$ cat src/rtl/div_seq_pkg.sv
// -----------------------------------------------------------------------------
// div_seq_pkg
// Shared definitions for the divide request sequencer:
//   - default parameter constants (operand width, FIFO depth, tag width)
//   - sequencer FSM state enum
//   - request record layout. The FIFO payload in div_sequencer is packed in
//     the same field order, so at default parameters a FIFO word can be cast
//     straight to req_t.
// -----------------------------------------------------------------------------
package div_seq_pkg;

  localparam int P_PARALLELISM = 32;
  localparam int P_DEPTH       = 4;
  localparam int P_TAG_W       = 4;

  typedef enum logic [1:0] {
    IDLE   = 2'd0,
    LAUNCH = 2'd1,
    WAIT   = 2'd2,
    RESP   = 2'd3
  } state_e;

  typedef struct packed {
    logic                     usigned;
    logic                     rem;
    logic [P_PARALLELISM-1:0] dividend;
    logic [P_PARALLELISM-1:0] divisor;
    logic [P_TAG_W-1:0]       tag;
  } req_t;

endpackage

$ cat src/rtl/div_req_fifo.sv
// -----------------------------------------------------------------------------
// div_req_fifo
// Small synchronous first-word-fall-through FIFO holding queued divide
// requests. o_data always shows the head entry while o_empty is low.
//
// Parameters:
//   DEPTH  number of entries (power of 2, >= 2)
//   W      payload width
// Ports:
//   clk, rst_n   clock, asynchronous active-low reset
//   i_push       write i_data (ignored while full)
//   i_data       payload to write
//   i_pop        drop head entry (ignored while empty)
//   o_data       head entry
//   o_full       no free entry
//   o_empty      no stored entry
// -----------------------------------------------------------------------------
module div_req_fifo #(
  parameter int DEPTH = 4,
  parameter int W     = 8
) (
  input  logic         clk,
  input  logic         rst_n,
  input  logic         i_push,
  input  logic [W-1:0] i_data,
  input  logic         i_pop,
  output logic [W-1:0] o_data,
  output logic         o_full,
  output logic         o_empty
);

  localparam int AW = $clog2(DEPTH);

  // Pointers carry one extra wrap bit: equal pointers mean empty, equal
  // index with differing wrap bits means full.
  logic [AW:0]  r_wr_ptr;
  logic [AW:0]  r_rd_ptr;
  logic [W-1:0] r_mem [DEPTH];

  logic w_do_push;
  logic w_do_pop;

  assign o_empty   = (r_wr_ptr == r_rd_ptr);
  assign o_full    = (r_wr_ptr[AW] != r_rd_ptr[AW]) &&
                     (r_wr_ptr[AW-1:0] == r_rd_ptr[AW-1:0]);
  assign o_data    = r_mem[r_rd_ptr[AW-1:0]];
  assign w_do_push = i_push && !o_full;
  assign w_do_pop  = i_pop && !o_empty;

  always_ff @(posedge clk or negedge rst_n) begin
    if (!rst_n) begin
      r_wr_ptr <= '0;
      r_rd_ptr <= '0;
      for (int i = 0; i < DEPTH; i++) begin
        r_mem[i] <= '0;
      end
    end else begin
      if (w_do_push) begin
        r_mem[r_wr_ptr[AW-1:0]] <= i_data;
        r_wr_ptr                <= r_wr_ptr + {{AW{1'b0}}, 1'b1};
      end
      if (w_do_pop) begin
        r_rd_ptr <= r_rd_ptr + {{AW{1'b0}}, 1'b1};
      end
    end
  end

endmodule

$ cat src/rtl/div_sequencer.sv
// -----------------------------------------------------------------------------
// div_sequencer
// Front-end for DivisorUnit. Requests are queued in div_req_fifo, issued one
// at a time to the divider with a single-cycle valid pulse, and the selected
// quotient or remainder is returned with the request tag.
//
// Handshakes: a transfer happens on a rising clk edge where valid and ready
// are both high. req_ready depends only on registered FIFO state; rsp_valid
// stays high with stable rsp_data/rsp_tag until rsp_ready is seen.
//
// Optional build macro: DIV_ZERO_BYPASS_EN
//   defined   - a popped request with divisor==0 skips the divider and answers
//               quotient = all ones, remainder = dividend.
//   undefined - divide-by-zero is issued to the divider like any request.
//
// Ports:
//   clk, rst_n                 clock, asynchronous active-low reset
//   req_valid/req_ready        request handshake
//   req_usigned, req_rem       1=unsigned; 1=return remainder
//   req_dividend, req_divisor  operands
//   req_tag                    returned unchanged with the response
//   valid                      one-cycle launch pulse to DivisorUnit
//   usigned, dividend, divisor operands to DivisorUnit (held during divide)
//   quotient, reminder         results from DivisorUnit
//   res_ready                  DivisorUnit done; its rising edge is used
//   rsp_valid/rsp_ready        response handshake
//   rsp_data, rsp_tag          selected result and its tag
//   dbg_state                  current FSM state
// -----------------------------------------------------------------------------
module div_sequencer
  import div_seq_pkg::*;
#(
  parameter int parallelism = P_PARALLELISM,
  parameter int DEPTH       = P_DEPTH,
  parameter int TAG_W       = P_TAG_W
) (
  input  logic                   clk,
  input  logic                   rst_n,
  input  logic                   req_valid,
  output logic                   req_ready,
  input  logic                   req_usigned,
  input  logic                   req_rem,
  input  logic [parallelism-1:0] req_dividend,
  input  logic [parallelism-1:0] req_divisor,
  input  logic [TAG_W-1:0]       req_tag,
  output logic                   valid,
  output logic                   usigned,
  output logic [parallelism-1:0] dividend,
  output logic [parallelism-1:0] divisor,
  input  logic [parallelism-1:0] quotient,
  input  logic [parallelism-1:0] reminder,
  input  logic                   res_ready,
  output logic                   rsp_valid,
  input  logic                   rsp_ready,
  output logic [parallelism-1:0] rsp_data,
  output logic [TAG_W-1:0]       rsp_tag,
  output state_e                 dbg_state
);

  localparam int PW = 2 + 2 * parallelism + TAG_W;

  // ---------------------------------------------------------------------------
  // Request queue
  // ---------------------------------------------------------------------------
  logic [PW-1:0] w_push_data;
  logic [PW-1:0] w_head;
  logic          w_full;
  logic          w_empty;
  logic          w_push;
  logic          w_pop;

  assign req_ready   = !w_full;
  assign w_push      = req_valid && !w_full;
  assign w_push_data = {req_usigned, req_rem, req_dividend, req_divisor, req_tag};

  div_req_fifo #(
    .DEPTH (DEPTH),
    .W     (PW)
  ) u_fifo (
    .clk     (clk),
    .rst_n   (rst_n),
    .i_push  (w_push),
    .i_data  (w_push_data),
    .i_pop   (w_pop),
    .o_data  (w_head),
    .o_full  (w_full),
    .o_empty (w_empty)
  );

  logic                   w_h_usigned;
  logic                   w_h_rem;
  logic [parallelism-1:0] w_h_dividend;
  logic [parallelism-1:0] w_h_divisor;
  logic [TAG_W-1:0]       w_h_tag;

  assign {w_h_usigned, w_h_rem, w_h_dividend, w_h_divisor, w_h_tag} = w_head;

  // ---------------------------------------------------------------------------
  // Sequencer state
  // ---------------------------------------------------------------------------
  state_e                 r_state;
  state_e                 w_next;
  logic                   r_usigned;
  logic                   r_rem;
  logic [parallelism-1:0] r_dividend;
  logic [parallelism-1:0] r_divisor;
  logic [TAG_W-1:0]       r_tag;
  logic [parallelism-1:0] r_rsp_data;
  logic [TAG_W-1:0]       r_rsp_tag;
  logic                   r_res_ready_q;

  logic w_res_rise;
  logic w_capture;
  logic w_head_div0;
  logic w_bypass;

  // Only a fresh rising edge counts, so a done level left over from the
  // previous divide (or raised during LAUNCH) cannot complete this one.
  assign w_res_rise = res_ready && !r_res_ready_q;

`ifdef DIV_ZERO_BYPASS_EN
  assign w_head_div0 = (w_h_divisor == '0);
`else
  assign w_head_div0 = 1'b0;
`endif

  assign w_bypass = w_pop && w_head_div0;

  always_comb begin
    w_next    = r_state;
    w_pop     = 1'b0;
    w_capture = 1'b0;
    case (r_state)
      IDLE: begin
        if (!w_empty) begin
          w_pop  = 1'b1;
          w_next = w_head_div0 ? RESP : LAUNCH;
        end
      end
      LAUNCH: begin
        w_next = WAIT;
      end
      WAIT: begin
        if (w_res_rise) begin
          w_capture = 1'b1;
          w_next    = RESP;
        end
      end
      RESP: begin
        if (rsp_ready) begin
          w_next = IDLE;
        end
      end
      default: begin
        w_next = IDLE;
      end
    endcase
  end

  always_ff @(posedge clk or negedge rst_n) begin
    if (!rst_n) begin
      r_state       <= IDLE;
      r_usigned     <= 1'b0;
      r_rem         <= 1'b0;
      r_dividend    <= '0;
      r_divisor     <= '0;
      r_tag         <= '0;
      r_rsp_data    <= '0;
      r_rsp_tag     <= '0;
      r_res_ready_q <= 1'b0;
    end else begin
      r_state       <= w_next;
      r_res_ready_q <= res_ready;
      // Operands only move when a request leaves the queue, so they stay
      // stable for the whole divide.
      if (w_pop) begin
        r_usigned  <= w_h_usigned;
        r_rem      <= w_h_rem;
        r_dividend <= w_h_dividend;
        r_divisor  <= w_h_divisor;
        r_tag      <= w_h_tag;
      end
      if (w_bypass) begin
        r_rsp_data <= w_h_rem ? w_h_dividend : '1;
        r_rsp_tag  <= w_h_tag;
      end else if (w_capture) begin
        r_rsp_data <= r_rem ? reminder : quotient;
        r_rsp_tag  <= r_tag;
      end
    end
  end

  assign valid     = (r_state == LAUNCH);
  assign rsp_valid = (r_state == RESP);
  assign usigned   = r_usigned;
  assign dividend  = r_dividend;
  assign divisor   = r_divisor;
  assign rsp_data  = r_rsp_data;
  assign rsp_tag   = r_rsp_tag;
  assign dbg_state = r_state;

endmodule

$ cat config.mk
export PLATFORM = sky130hd
export DESIGN_NAME = div_sequencer
export DESIGN_NICKNAME = d
export VERILOG_FILES = /design/src/rtl/div_seq_pkg.sv /design/src/rtl/div_req_fifo.sv /design/src/rtl/div_sequencer.sv
export SDC_FILE = /design/constraint.sdc
export NUM_CORES = 1
export LEC_CHECK = 0
export CAP_MARGIN = 20
export CORE_UTILIZATION = 40
export CTS_BUF_LIST = sky130_fd_sc_hd__clkbuf_8
export DETAILED_ROUTE_END_ITERATION = 8
export PLACE_DENSITY = 0.68
export SETUP_SLACK_MARGIN = 0.5
export SLEW_MARGIN = 5
export SYNTH_ARGS = -nofsm -noshare
export SYNTH_HDL_FRONTEND = slang
export SYNTH_SLANG_ARGS = --single-unit
$ cat constraint.sdc
create_clock -name clk -period 2.4 [get_ports clk]
set_input_delay 0.24 -clock clk [delete_from_list [all_inputs] [get_ports clk]]
set_output_delay 0.24 -clock clk [all_outputs]
set_load 0.01 [all_outputs]
Word-level counts from Yosys, hierarchy flattened
Index checks and enable logic that the tools add are counted.

operators by class
  shift operators = 0
  equal/unequal tests = 9
  bitwise logic cells = 2
  reduce and logical (&&, ||, !) cells = 11
  multiply operators = 0
  add/sub/neg operators = 2
  mux-type cells = 15
  $lt $le $gt $ge = 3
  div/mod/pow operators = 0

operators with widths
  cell                                                                          count
  280-bit bitwise mux                                                           1
  70-bit two-way mux                                                            3
  70-bit binary-select mux with 2-bit select                                    1
  70-bit demux with 2-bit select                                                1
  32-bit two-way mux                                                            1
  2-bit case mux with 4 select lines                                            1
  3-bit by 1-bit adder with 3-bit output, second input constant                 2
  3-bit >= comparator, second input constant                                    2
  1-bit logical AND                                                             6
  2-bit two-way mux                                                             3
  2-bit inverter with 3-bit output                                              2
  2-bit == test, second input constant                                          2
  1-bit two-way mux                                                             4
  2-bit != test, second input constant                                          2
  3-bit == test                                                                 1
  1-bit logical NOT                                                             3
  3-bit by 1-bit less-than comparator with 1-bit output, second input constant  1
  3-bit AND reduction                                                           1
  2-bit by 1-bit == test with 1-bit output, second input constant               1
  2-bit == test                                                                 1
  2-bit logical NOT                                                             1
  2-bit by 1-bit != test with 1-bit output, second input constant               1
  1-bit != test                                                                 1

storage, ports and cells
  output and inout port bits = 106
  memory bits (writable) = 0
  memories = 0
  ROM bits = 0
  flip-flop bits (word level) = 395
  bits in latches = 0
  bits of input ports = 139

Longest topological paths before layout
  depth after elaboration = 6
  mapped depth = 7
  mapped depth without buffers = 5

By module
Synthesis repeated with hierarchy kept, for this count alone.

second synthesis, totals
  cell total of the unflattened synthesis = 1035
  area, all modules = 17719.5 um^2

modules (own cells, without submodules)
  module         area an instance (um^2)  instances  cells each
  div_req_fifo   13003.7                  1          720
  div_sequencer  4715.8                   1          315

Worst setup path after synthesis
No wires, ideal clock.

  kind = register to register
  start point = register u_fifo.r_rd_ptr[0]
  end point = register u_fifo.r_mem[60] in the netlist's numbering
  path buffers = 3
  cell stages (with the launch flop) = 8
  data arrival time = 1.793 ns
  slack = 0.482 ns
  period minus slack after synthesis = 1.918 ns
  path through = dfrtp_1 > buf_4 > xor2_1 > o31a_1 > and2_4 > buf_12 > buf_8 > mux2_4

on the way
  cells in the longest elaborated chain, start to end = 5

ends and longest elaborated chain
  what                             RTL line                                 text
  from (decl)                      div_req_fifo.sv:37                       logic [AW:0] r_rd_ptr;
  from (signal assigned)           div_req_fifo.sv:63                       r_rd_ptr <= r_rd_ptr + {{AW{1'b0}}, 1'b1};
  2-bit == test *                  div_req_fifo.sv:45                       (r_wr_ptr[AW-1:0] == r_rd_ptr[AW-1:0]);
  1-bit logical AND *              div_req_fifo.sv:44                       assign o_full = (r_wr_ptr[AW] != r_rd_ptr[AW]) &&
  1-bit logical NOT *              div_req_fifo.sv:47, div_sequencer.sv:73
  1-bit logical AND                div_sequencer.sv:73                      assign w_push = req_valid && !w_full;
  1-bit logical AND *              div_req_fifo.sv:47                       assign w_do_push = i_push && !o_full;
  to (signal, indexed assignment)  div_req_fifo.sv:59                       r_mem[r_wr_ptr[AW-1:0]] <= i_data;
  to (decl)                        div_req_fifo.sv:38                       logic [W-1:0] r_mem [DEPTH];

Every way passes the cells marked *; elsewhere a longest branch is shown, timed or not.
A chain may end at the register's enable or synchronous reset.

Worst setup path in the final report
  start point = register u_fifo.r_wr_ptr[0]
  end point = register u_fifo.r_mem[259] in the netlist's numbering

on the way
  cells in the longest elaborated chain, start to end = 6

ends and longest elaborated chain
  what                                                                                                                RTL line            text
  from (decl)                                                                                                         div_req_fifo.sv:36  logic [AW:0] r_wr_ptr;
  from (signal assigned)                                                                                              div_req_fifo.sv:60  r_wr_ptr <= r_wr_ptr + {{AW{1'b0}}, 1'b1};
  2-bit inverter with 3-bit output (not written as such)                                                              div_req_fifo.sv:59
  3-bit >= comparator (not written as such) or 3-bit by 1-bit less-than comparator with 1-bit output (tied branches)  div_req_fifo.sv:59
  1-bit logical AND (not written as such)                                                                             div_req_fifo.sv:59
  70-bit two-way mux (not written as such)                                                                            div_req_fifo.sv:59
  70-bit demux with 2-bit select                                                                                      div_req_fifo.sv:59
  280-bit bitwise mux                                                                                                 div_req_fifo.sv:59

Several ways; a longest one is shown, not always the timed one.

==> results.yml <==
clock_tree:
  cts.sink_count: 395
  cts_max_level: 3
  cts_buffer_depth: 3
  cts_made_buffers: 69
  clkTransAtPathRegs_ns: 0.06
  clkLatencyLatePin_ns: 0.62
  root_buffer: "clkbuf_8"
  cts_tree: "yes"
pwr:
  irDropWorstVdd_mv: 0.7268
  p_leak_uw: 0.01065
  powerDensity_mw_per_mm2: 1491
synthesis:
  avgSynthCellArea_um2: 17.81
  ys_seq_elements: 395
  synth_top_cell_by_area: "dfrtp_1"
  synthDistinctLibCells: 26
  synth-seq-area-share_pct: 54.25
  yosysWarnings: 0
  synthCells: 1023
  synth_top_area_share_pct: 54.25
  synth_top_cells_by_area: "dfrtp_1 54%, mux2_4 23%, mux4_2 8.7%"
  syn-cell-area_mm2: 0.01822
  synthesis.nets: 1171
cells_and_area:
  fin_nets: 1525
  syn_to_final_growth_pct: 32.38
  finalInstanceArea_mm2: 0.02412
  drive_gt1_share_pct: 45.26
  fillers: 3503
  insertedDiodeCount: 0
timing:
  rsz0062_at_grt: "true"
  slew_viol_final: 0
  fin_crit_sh_pct: 87.54
  slew_headroom_pct: 60.81
  fin_tns_setup_ns: 0
  setup_violations: 0
  fmax_mhz: 476.0
  period_minus_slack_ns: 2.101
  hold_viol_final: 0
  worst_slack_ns: 0.2991
  worst_pin_slew_ns: 0.5879
  fin_skew_ns: 0.02713
  holdWs_ns: 0.1427
die:
  dieHeight_um: 215.4
  boundaryPins: 245
  fp.dieW_um: 215.4
  fp.coreArea_mm2: 0.04461
  die_area_mm2: 0.04641
  row_count: 77
  initial_utilization_pct: 40.85
place:
  place.gp.congestion: 0.7529
  place_area_mm2: 0.02122
  post-dp-hpwl_mm: 25.15
  dp_slack_ns: 0.1838
  io_buffers: 244
critical_path:
  cp.required_ns: 2.90
  critPathMaxFanout: 6
  endpoint_kind: "register"
  r2r-start: "u_fifo.r_wr_ptr[0]"
  worstPathArrival_ns: 2.60
  crit_start: "u_fifo.r_wr_ptr[0]"
  worstSetupStartpointType: "register"
  path_class: "register to register"
route:
  viasPerCell: 5.006
  drtIter0Drc: 496
  drt_first_pass_iters: 4
  routedWlPerCell_um: 23.15
  num_vias: 10088
  wl_mm: 46.65
  drcViolationCount: 0
  ant_nets: 0
grt:
  grt_max_degree: 73
  track_usage_pct: 19.62
  grt_pass1_wl_mm: 69.45
  grt_pass1_vias: 11103
  antenna_found_initial: 3
  grt_overflow: 0
outcome:
  run_status: "finished clean"
hold_path:
  hold_class: "input pin to register"
  worstHoldStart: "res_ready"
run:
  cap_violations: 0
==> routing by layer <==
metal | global-route usage (%) | share of wire [%]
met1 | 27.26 | 46
met2 | 29.90 | 46
met3 | 5.906 | 6.9
met4 | 5.225 | 1.4
met5 | 0 | 0.073
==> cells in the final DEF (no fill, tap or decap), types with 3 or more instances in the layout <==
cell type	count
buf_4	20
dfrtp_1	390
buf_16	29
inv_1	24
buf_6	8
ha_1	9
clkbuf_16	14
buf_12	29
mux2i_1	32
clkinv_2	6
mux2_2	77
xor2_1	3
dfrtp_2	3
clkbuf_8	84
xnor2_2	3
mux2_4	279
dlygate4sd2_1	5
mux4_2	70
o21ai_0	33
nand2_1	33
bufinv_16	3
and2_4	6
clkdlybuf4s50_1	236
==> flip-flops by register name, summed over array words and instances, names as in the netlist <==
| register | count |
|---|---|
| rsp_data | 32 |
| usigned | 1 |
| r_tag | 4 |
| rsp_tag | 4 |
| dividend | 32 |
| dbg_state | 2 |
| u_fifo.r_rd_ptr | 3 |
| u_fifo.r_wr_ptr | 3 |
| r_rem | 1 |
| r_res_ready_q | 1 |
| u_fifo.r_mem | 280 |
| divisor | 32 |
==> power breakdown <==
| part | internal [uW] | total (uW) | switching, uW | leakage (uW) |
|---|---|---|---|---|
| clock network | 3480 | 6310 | 2830 | 0.000786 |
| registers | 10200 | 12200 | 2060 | 0.00471 |
| logic | 11400 | 17500 | 6060 | 0.00515 |
| total | 25000 | 36000 | 10900 | 0.0106 |
==> synth_stat cells (all sizes together) <==
cell	count
a221oi	1
mux2	356
o32a	1
o21ai	33
buf	49
nand2b	1
and2	4
ha	9
mux4	70
xor2	5
o31a	1
nand2	34
nor3	1
nand3b	1
and3	1
inv	4
nand3	2
clkbuf	17
dfrtp	395
nor2b	1
xnor2	5
mux2i	32
==> worst paths after layout <==
kind | endpoint | slack [ns] | cells past startpoint
hold reg to reg | rsp_data[27] | 0.48 | 2
setup reg to reg | u_fifo.r_mem[259] | 0.30 | 7
max in group asynchronous | u_fifo.r_mem[198] | 1.32 | 3
min in group asynchronous | rsp_data[6] | 0.17 | 2
setup / recovery | u_fifo.r_mem[259] | 0.30 | 7
hold / removal | r_res_ready_q | 0.14 | 1
==> cells by family (layout without fill, tap and decap cells) <==
logic type      count (synthesis)  count (layout)  share of synthesized area, %
compound gates                 36              36                         1.058
xor+xnor                       10              10                        0.4806
fa+ha+maj                       9               9                        0.6180
buf+inv                        70             468                         4.319
flops                         395             395                         54.25
mux                           458             458                         38.16
simple gates                   45              47                         1.119
==> critical path: stages (launching register included) <==
cell,delay [ns]
dfrtp_2,0.47
xor2_2,0.21
o31a_1,0.34
buf_6,0.15
and2_4,0.23
buf_12,0.15
buf_16,0.14
mux2_4,0.29
==> area by class of cell <==
cell class              count  area, um2  share of cell area [%]
flip-flops and latches    395       9896                   41.02
well taps                 592      740.7                   3.071
multi-input cells         560       7621                   31.59
clock inverters            33      227.7                  0.9440
inverters                   4      15.01                 0.06224
clock buffers              84       1156                   4.793
repair buffers            347       4466                   18.51
==> what timing repair did <==
item	in CTS	in global routing
resized for setup	50	16
cloned	22	18
hold endpoints to repair	73	0
setup endpoints to repair	352	334
buffers inserted	22	7
pin swaps	6	1
hold buffers	1	0
==> stage by stage <==
stage	power [uW]	cells	utilization (%)
2_1_floorplan	22840	1023	-
3_3_place_gp	26890	1828	47.56
3_5_place_dp	27250	1828	47.56
4_1_cts	35400	1990	52.86
5_1_grt	37940	2015	54.08
6_report	35970	2015	54.08
No activity file was read; power rests on OpenSTA's default activity.
